--- src/rtl/ajuste_controller_multicampo_if.sv ---
// Bundle between the button/counter side and the multi-field adjust controller.
// Buttons and live values flow in; pause/load/select and edited values flow out.
interface ajuste_controller_multicampo_if #(
   parameter int N_CAMPOS = 3,
   parameter int LARGURA  = 6
);
   localparam int MODW = $clog2(N_CAMPOS + 1);

   logic                         btn_mode;
   logic                         btn_inc;
   logic                         btn_dec;
   logic                         btn_cancel;
   logic [N_CAMPOS*LARGURA-1:0]  valores_in;
   logic                         pause;
   logic                         load;
   logic [MODW-1:0]              modo_ajuste;
   logic [N_CAMPOS-1:0]          campo_ativo;
   logic [N_CAMPOS*LARGURA-1:0]  valores_out;

   modport master (
      output btn_mode, btn_inc, btn_dec, btn_cancel, valores_in,
      input  pause, load, modo_ajuste, campo_ativo, valores_out
   );

   modport slave (
      input  btn_mode, btn_inc, btn_dec, btn_cancel, valores_in,
      output pause, load, modo_ajuste, campo_ativo, valores_out
   );
endinterface

--- src/rtl/ajuste_controller_multicampo.sv ---
// Multi-field clock adjust controller: captures N packed fields, edits them
// one at a time with inc/dec, auto-repeat, cancel and inactivity timeout.
module ajuste_controller_multicampo #(
   parameter int N_CAMPOS     = 3,
   parameter int LARGURA      = 6,
   parameter logic [N_CAMPOS*LARGURA-1:0] MAX_VALS = {6'd23, 6'd59, 6'd59},
   parameter int REPEAT_DELAY = 50_000_000,
   parameter int REPEAT_RATE  = 10_000_000,
   parameter int TIMEOUT      = 1_000_000_000
) (
   input  logic clk_100MHz,
   input  logic rst,
   ajuste_controller_multicampo_if.slave bus
);
   localparam int W    = N_CAMPOS * LARGURA;
   localparam int SELW = (N_CAMPOS > 1) ? $clog2(N_CAMPOS) : 1;
   localparam int MODW = $clog2(N_CAMPOS + 1);
   localparam int CW   = 32;

   typedef enum logic {NORMAL, AJUSTE} estado_t;

   estado_t         estado_q, estado_d;
   logic [SELW-1:0] sel_q, sel_d;
   logic [W-1:0]    val_q, val_d;
   logic [3:0]      prev_q;
   logic [CW-1:0]   rep_q, rep_d;
   logic            fase_q, fase_d;
   logic [CW-1:0]   to_q, to_d;

   logic [3:0]      btn, rise;
   logic            ambos, step_inc, step_dec;
   logic            timeout, load_c;
   logic [CW-1:0]   lim;
   logic [LARGURA-1:0] f, mx;

   assign btn   = {bus.btn_cancel, bus.btn_dec, bus.btn_inc, bus.btn_mode};
   assign rise  = btn & ~prev_q;
   assign ambos = bus.btn_inc & bus.btn_dec;

   // Auto-repeat: step on a rise, then after DELAY, then every RATE while held alone
   always_comb begin
      rep_d    = '0;
      fase_d   = 1'b0;
      step_inc = 1'b0;
      step_dec = 1'b0;
      lim      = fase_q ? CW'(REPEAT_RATE) : CW'(REPEAT_DELAY);
      if (estado_q == AJUSTE && !ambos) begin
         if (rise[1]) begin
            step_inc = 1'b1;
            rep_d    = CW'(1);
         end else if (rise[2]) begin
            step_dec = 1'b1;
            rep_d    = CW'(1);
         end else if ((bus.btn_inc || bus.btn_dec) && rep_q != '0) begin
            if (rep_q == lim) begin
               step_inc = bus.btn_inc;
               step_dec = bus.btn_dec;
               rep_d    = CW'(1);
               fase_d   = 1'b1;
            end else begin
               rep_d    = rep_q + CW'(1);
               fase_d   = fase_q;
            end
         end
      end
   end

   // Mode FSM: capture/clamp in NORMAL, field edits, exit paths and load pulse
   always_comb begin
      estado_d = estado_q;
      sel_d    = sel_q;
      val_d    = val_q;
      to_d     = '0;
      load_c   = 1'b0;
      timeout  = 1'b0;
      f        = '0;
      mx       = '0;
      unique case (estado_q)
         NORMAL: begin
            for (int i = 0; i < N_CAMPOS; i++) begin
               f  = bus.valores_in[i*LARGURA +: LARGURA];
               mx = MAX_VALS[i*LARGURA +: LARGURA];
               val_d[i*LARGURA +: LARGURA] = (f > mx) ? mx : f;
            end
            if (rise[0]) begin
               estado_d = AJUSTE;
               sel_d    = '0;
            end
         end
         AJUSTE: begin
            timeout = (to_q == CW'(TIMEOUT - 1)) && (rise == 4'b0000);
            to_d    = (rise != 4'b0000) ? '0 : to_q + CW'(1);
            if (rise[3] || timeout) begin
               estado_d = NORMAL;
               to_d     = '0;
            end else if (rise[0]) begin
               if (sel_q == SELW'(N_CAMPOS - 1)) begin
                  estado_d = NORMAL;
                  load_c   = 1'b1;
                  to_d     = '0;
               end else begin
                  sel_d = sel_q + SELW'(1);
               end
            end else if (step_inc || step_dec) begin
               for (int i = 0; i < N_CAMPOS; i++) begin
                  if (SELW'(i) == sel_q) begin
                     f  = val_q[i*LARGURA +: LARGURA];
                     mx = MAX_VALS[i*LARGURA +: LARGURA];
                     if (step_inc)
                        val_d[i*LARGURA +: LARGURA] = (f == mx) ? '0 : f + 1'b1;
                     else
                        val_d[i*LARGURA +: LARGURA] = (f == '0) ? mx : f - 1'b1;
                  end
               end
            end
         end
         default: estado_d = NORMAL;
      endcase
   end

   // State and datapath registers with synchronous reset
   always_ff @(posedge clk_100MHz) begin
      if (rst) begin
         estado_q <= NORMAL;
         sel_q    <= '0;
         val_q    <= '0;
         prev_q   <= '0;
         rep_q    <= '0;
         fase_q   <= 1'b0;
         to_q     <= '0;
      end else begin
         estado_q <= estado_d;
         sel_q    <= sel_d;
         val_q    <= val_d;
         prev_q   <= btn;
         rep_q    <= rep_d;
         fase_q   <= fase_d;
         to_q     <= to_d;
      end
   end

   assign bus.pause       = (estado_q == AJUSTE);
   assign bus.load        = load_c & ~rst;
   assign bus.modo_ajuste = (estado_q == AJUSTE) ? MODW'(sel_q) + MODW'(1) : '0;
   assign bus.campo_ativo = (estado_q == AJUSTE) ? (N_CAMPOS'(1) << sel_q) : '0;
   assign bus.valores_out = val_q;
endmodule

--- src/flat_wrapper.sv ---
// flat-port wrapper written by rule: the top's interface ports become plain ports
module ajuste_controller_multicampo_flat 
#(
   parameter int N_CAMPOS     = 3,
   parameter int LARGURA      = 6,
   parameter logic [N_CAMPOS*LARGURA-1:0] MAX_VALS = {6'd23, 6'd59, 6'd59},
   parameter int REPEAT_DELAY = 50_000_000,
   parameter int REPEAT_RATE  = 10_000_000,
   parameter int TIMEOUT      = 1_000_000_000
)
  (clk_100MHz, rst, bus_btn_mode, bus_btn_inc, bus_btn_dec, bus_btn_cancel, bus_valores_in, bus_pause, bus_load, bus_modo_ajuste, bus_campo_ativo, bus_valores_out);
  ajuste_controller_multicampo_if #(.N_CAMPOS(N_CAMPOS), .LARGURA(LARGURA)) bus_i ();
  input  logic clk_100MHz;
  input  logic rst;
  input wire logic [$bits(bus_i.btn_mode)-1:0] bus_btn_mode;
  input wire logic [$bits(bus_i.btn_inc)-1:0] bus_btn_inc;
  input wire logic [$bits(bus_i.btn_dec)-1:0] bus_btn_dec;
  input wire logic [$bits(bus_i.btn_cancel)-1:0] bus_btn_cancel;
  input wire logic [$bits(bus_i.valores_in)-1:0] bus_valores_in;
  output wire logic [$bits(bus_i.pause)-1:0] bus_pause;
  output wire logic [$bits(bus_i.load)-1:0] bus_load;
  output wire logic [$bits(bus_i.modo_ajuste)-1:0] bus_modo_ajuste;
  output wire logic [$bits(bus_i.campo_ativo)-1:0] bus_campo_ativo;
  output wire logic [$bits(bus_i.valores_out)-1:0] bus_valores_out;
  assign bus_i.btn_mode = bus_btn_mode;
  assign bus_i.btn_inc = bus_btn_inc;
  assign bus_i.btn_dec = bus_btn_dec;
  assign bus_i.btn_cancel = bus_btn_cancel;
  assign bus_i.valores_in = bus_valores_in;
  assign bus_pause = bus_i.pause;
  assign bus_load = bus_i.load;
  assign bus_modo_ajuste = bus_i.modo_ajuste;
  assign bus_campo_ativo = bus_i.campo_ativo;
  assign bus_valores_out = bus_i.valores_out;
  ajuste_controller_multicampo #(.N_CAMPOS(N_CAMPOS), .LARGURA(LARGURA), .MAX_VALS(MAX_VALS), .REPEAT_DELAY(REPEAT_DELAY), .REPEAT_RATE(REPEAT_RATE), .TIMEOUT(TIMEOUT)) u_core (.clk_100MHz(clk_100MHz), .rst(rst), .bus(bus_i));
endmodule
--- config.mk ---
export PLATFORM = sky130hd
export DESIGN_NAME = ajuste_controller_multicampo_flat
export DESIGN_NICKNAME = d
export VERILOG_FILES = /design/src/rtl/ajuste_controller_multicampo_if.sv /design/src/rtl/ajuste_controller_multicampo.sv /design/src/flat_wrapper.sv
export SDC_FILE = /design/constraint.sdc
export NUM_CORES = 1
export LEC_CHECK = 0
export ABC_AREA = 1
export CAP_MARGIN = 20
export CORE_ASPECT_RATIO = 1.4
export CORE_UTILIZATION = 45
export DETAILED_ROUTE_END_ITERATION = 6
export PLACE_DENSITY = 0.74
export REMOVE_ABC_BUFFERS = 1
export SLEW_MARGIN = 10
export SYNTH_ARGS = -nofsm -noshare
export SYNTH_HDL_FRONTEND = slang
export SYNTH_SLANG_ARGS = --single-unit
--- constraint.sdc ---
create_clock -name clk_100MHz -period 1.8 [get_ports clk_100MHz]
set_input_delay 0.36 -clock clk_100MHz [delete_from_list [all_inputs] [get_ports clk_100MHz]]
set_output_delay 0.36 -clock clk_100MHz [all_outputs]
set_load 0.02 [all_outputs]
==> results by group <==
Synth
  – Distinct cells, synth: 42
  – Post-synth top flop: dfxtp_1
  – Yosys top cell area share: 31.8%
  – Synth warnings: 0
  – Avg Inst Size Synth: ~6.4 sq um
  – Ys async rst share: 0%
  – Register area share after synthesis: a little under a third
  – Cells after Synth: slightly below 900
  – Most area-consuming cells after synthesis: dfxtp_1, nand2_1, nor2_1
  – Synth area leader: dfxtp_1
  – Yosys reg bits: 90
  – EDFF count, synth: 0
  – Mapped Area: 5670 sq um

Route
  – DR vias: 6767
  – DRT met1 WL: 6910 um
  – First-pass detailed-route iteration total: 5
  – Vias per cell: 5.37
  – Met3 WL: between 800 and 900 um
  – Routed wl met2: 9680 um
  – DRC: 0
  – Wirelength per Cell: 14.5 um
  – DRT antenna net count: 0
  – Wirelength, routed: 18300 um
  – Top Layer Used: met4
  – Iter 0 DRT Violations: around 410

GRT
  – Largest net degree at the start of global routing: 32
  – GRT Overall Usage: 25.3%
  – Initial antenna violation count: 0
  – Vias in the first global route: 6225
  – GRT overflow: 0
  – First-pass GRT wire length: about 27000 um

Critical path
  – Worst Path Class, Setup: flop to flop
  – Crit path max fanout: 6
  – CP Launch Type: flop
  – Crit path DAT: 2.28 ns
  – CP Data Required Time: between 2 and 2.5 ns
  – Worst setup EP type: flop

Min path
  – Hold/Removal Path Class: input pin to flop

Timing
  – Max Slew Vio Count: 0
  – Unrepaired setup endpoints after global routing: true
  – Max Fclk: a little under 500 MHz
  – Final setup fails: 75
  – Rel. slew slack: 70.4%
  – Hold Fails Final Rpt: 0
  – Tightest Pin Transition: 0.441 ns
  – Clk_skew: ~0.0098 ns
  – Fin crit share: 113%
  – Fin worst setup slack: -0.234 ns
  – Fin crit period: 2.03 ns

Place
  – Post-DP HPWL: 11300 um
  – Placed inst area: 7330 sq um
  – Routability congestion estimate: 0.941
  – Port Buf Inserts: 48
  – Place WS: -0.998 ns

Pwr
  – Pwr dens: 599 nW/um^2
  – Leak: 3.72 nW
  – Maximum vdd drop: 0.439 mV

Floorplanning
  – Starting Density: 46.1%
  – Core footprint: 12300 sq um
  – Cell Rows: 48
  – I/O Pins: 49
  – Die Ht: about 130 um
  – Die Area: 13100 sq um
  – Die X-Extent: around 97 um

Run status
  – Outcome: complete, but fails checks
  – Failing checks: negative setup slack

Clock network
  – CTS max path bufs: 2
  – Num CTS Buffers: 9
  – Clock transition at path regs: approximately 0.070 ns
  – Clock Latency Late Sink: between 0.3 and 0.4 ns
  – H-tree depth: 3
  – Clock root buffer master: clkbuf_16
  – Total clock sinks: 90
  – Hold-fix buffers, CTS: 0
  – CTS tree: done

Finish
  – Layout fillers: 887
  – Sequential Area: ~1800 sq um
  – Diode count: 0
  – Area of the multi-input gates: 3880 sq um
  – Fin area: 8590 sq um
  – Fraction of layout cells with a size suffix above 1: roughly 31%
  – Final net count: about 1100
  – Area Growth Syn to Fin: 51.4%

Job
  – Max Cap Viol: 0
## synthesized netlist by cell type (6+ instances only)
master and instances:
nand4_1 26, xor2_1 27, nor4_1 9, nor2_1 160, inv_1 108, dfxtp_1 90
o21ai_0 16, clkbuf_1 10, nor3_1 47, buf_2 6, a21oi_1 31, xnor2_1 8
nand2_1 192, o211ai_1 7, or2_2 8, nand3b_1 7, ha_1 13, nand3_1 63
nor2_2 6
## state kept, by name, summed over array words and instances, names as in the netlist
name and count:
u_core.to_q 32, u_core.bus.valores_out 18, u_core.bus.pause 1, u_core.sel_q 2, u_core.prev_q 4, u_core.rep_q 32, u_core.fase_q 1
## critical path, cell delays in order (launching register included)
cell,delay [ns]
dfxtp_2,0.37
nor2_1,0.17
nand2_1,0.11
nor2_1,0.16
nand2_1,0.12
nor2_4,0.15
nand2_1,0.08
nand2_1,0.08
nand2_2,0.07
nand3_4,0.22
nand3b_4,0.17
nor2_1,0.15
nor2_1,0.06
## path summary, 6_finish.rpt
check                             startpoint                                      end  slack (ns)  cells after the start
setup / recovery  u_core.rep_q[2]$_SDFF_PP0_  u_core.bus.valores_out[10]$_SDFFE_PP0P_       -0.23                     12
hold / removal                bus_btn_cancel              u_core.prev_q[3]$_SDFF_PP0_        0.39                      3
setup reg to reg  u_core.rep_q[2]$_SDFF_PP0_  u_core.bus.valores_out[10]$_SDFFE_PP0P_       -0.23                     12
hold reg to reg   u_core.rep_q[3]$_SDFF_PP0_               u_core.rep_q[3]$_SDFF_PP0_        0.50                      2
## power breakdown
part,switching (mW),internal [mW]
combinational,0.650,0.468
sequential,0.0866,2.06
clock,0.781,1.10
total,1.52,3.63
## timing repair
action / CTS / global route
gates resized for setup: 85 / 118
gates cloned: 3 / 3
pin swaps: 21 / 56
setup endpoints to repair: 73 / 97
endpoints found under the hold margin: 0 / 0
setup buffers: 17 / 24
## metrics by stage
step                hold slack [ns]  instances  TNS (ns)  util [%]  power (mW)
finish                        0.391       1260     -7.50      69.7        5.14
global route                  0.428       1260    -19.11      69.7        5.36
CTS                           0.375       1237     -6.56      64.7        5.07
detailed placement            0.495       1202    -29.15      59.5        3.18
global placement              0.485       1202    -27.26      59.5        3.16
floorplan                     0.418        860    -48.38         -        2.80
## cell usage in the layout, fill, tap and decap left out, types with 6 or more instances in the layout
| master | instances |
|---|---|
| nor3_2 | 10 |
| a21oi_1 | 28 |
| nor3_1 | 38 |
| clkdlybuf4s50_1 | 26 |
| dlymetal6s2s_1 | 6 |
| dfxtp_1 | 76 |
| nor2_2 | 15 |
| nand4_1 | 26 |
| nand3b_1 | 7 |
| xor2_1 | 27 |
| nand2_1 | 166 |
| ha_1 | 10 |
| nand3_4 | 13 |
| nor2_1 | 141 |
| o21ai_0 | 15 |
| inv_2 | 11 |
| buf_6 | 19 |
| o211ai_1 | 7 |
| buf_4 | 162 |
| dlygate4sd2_1 | 8 |
| nand3_1 | 52 |
| inv_1 | 102 |
| nand2_2 | 29 |
| dfxtp_2 | 14 |
| xnor2_1 | 8 |
| clkbuf_16 | 11 |
| nor2_4 | 14 |
## layout make-up
cell class              instances  share of cell area [%]
flip-flops and latches         90                    21.2
well taps                     150                    2.19
clock buffers                  12                    2.87
multi-input cells             659                    45.2
inverters                     114                    4.98
clock inverters                 3                   0.466
repair buffers                232                    23.1
## cells by family (layout without fill, tap and decap cells)
family / count (synthesis) / in the layout / share of synthesized area (%)
and+or+nand+nor: 545 / 548 / 44.1
buffers and inverters: 134 / 361 / 9.40
DFF: 90 / 90 / 31.8
AOI/OAI and AO/OA: 63 / 63 / 6.44
xor gates and xnor gates: 35 / 35 / 5.41
adders and majority gates: 13 / 13 / 2.87
## routing by layer
| metal | track usage [%] | vias up |
|---|---|---|
| met5 | 0 | - |
| met4 | 13.8 | 0 |
| met3 | 3.62 | 88 |
| met2 | 46.9 | 221 |
| met1 | 27.4 | 3165 |
| li1 | - | 3293 |
No activity file was read; power rests on OpenSTA's default activity.
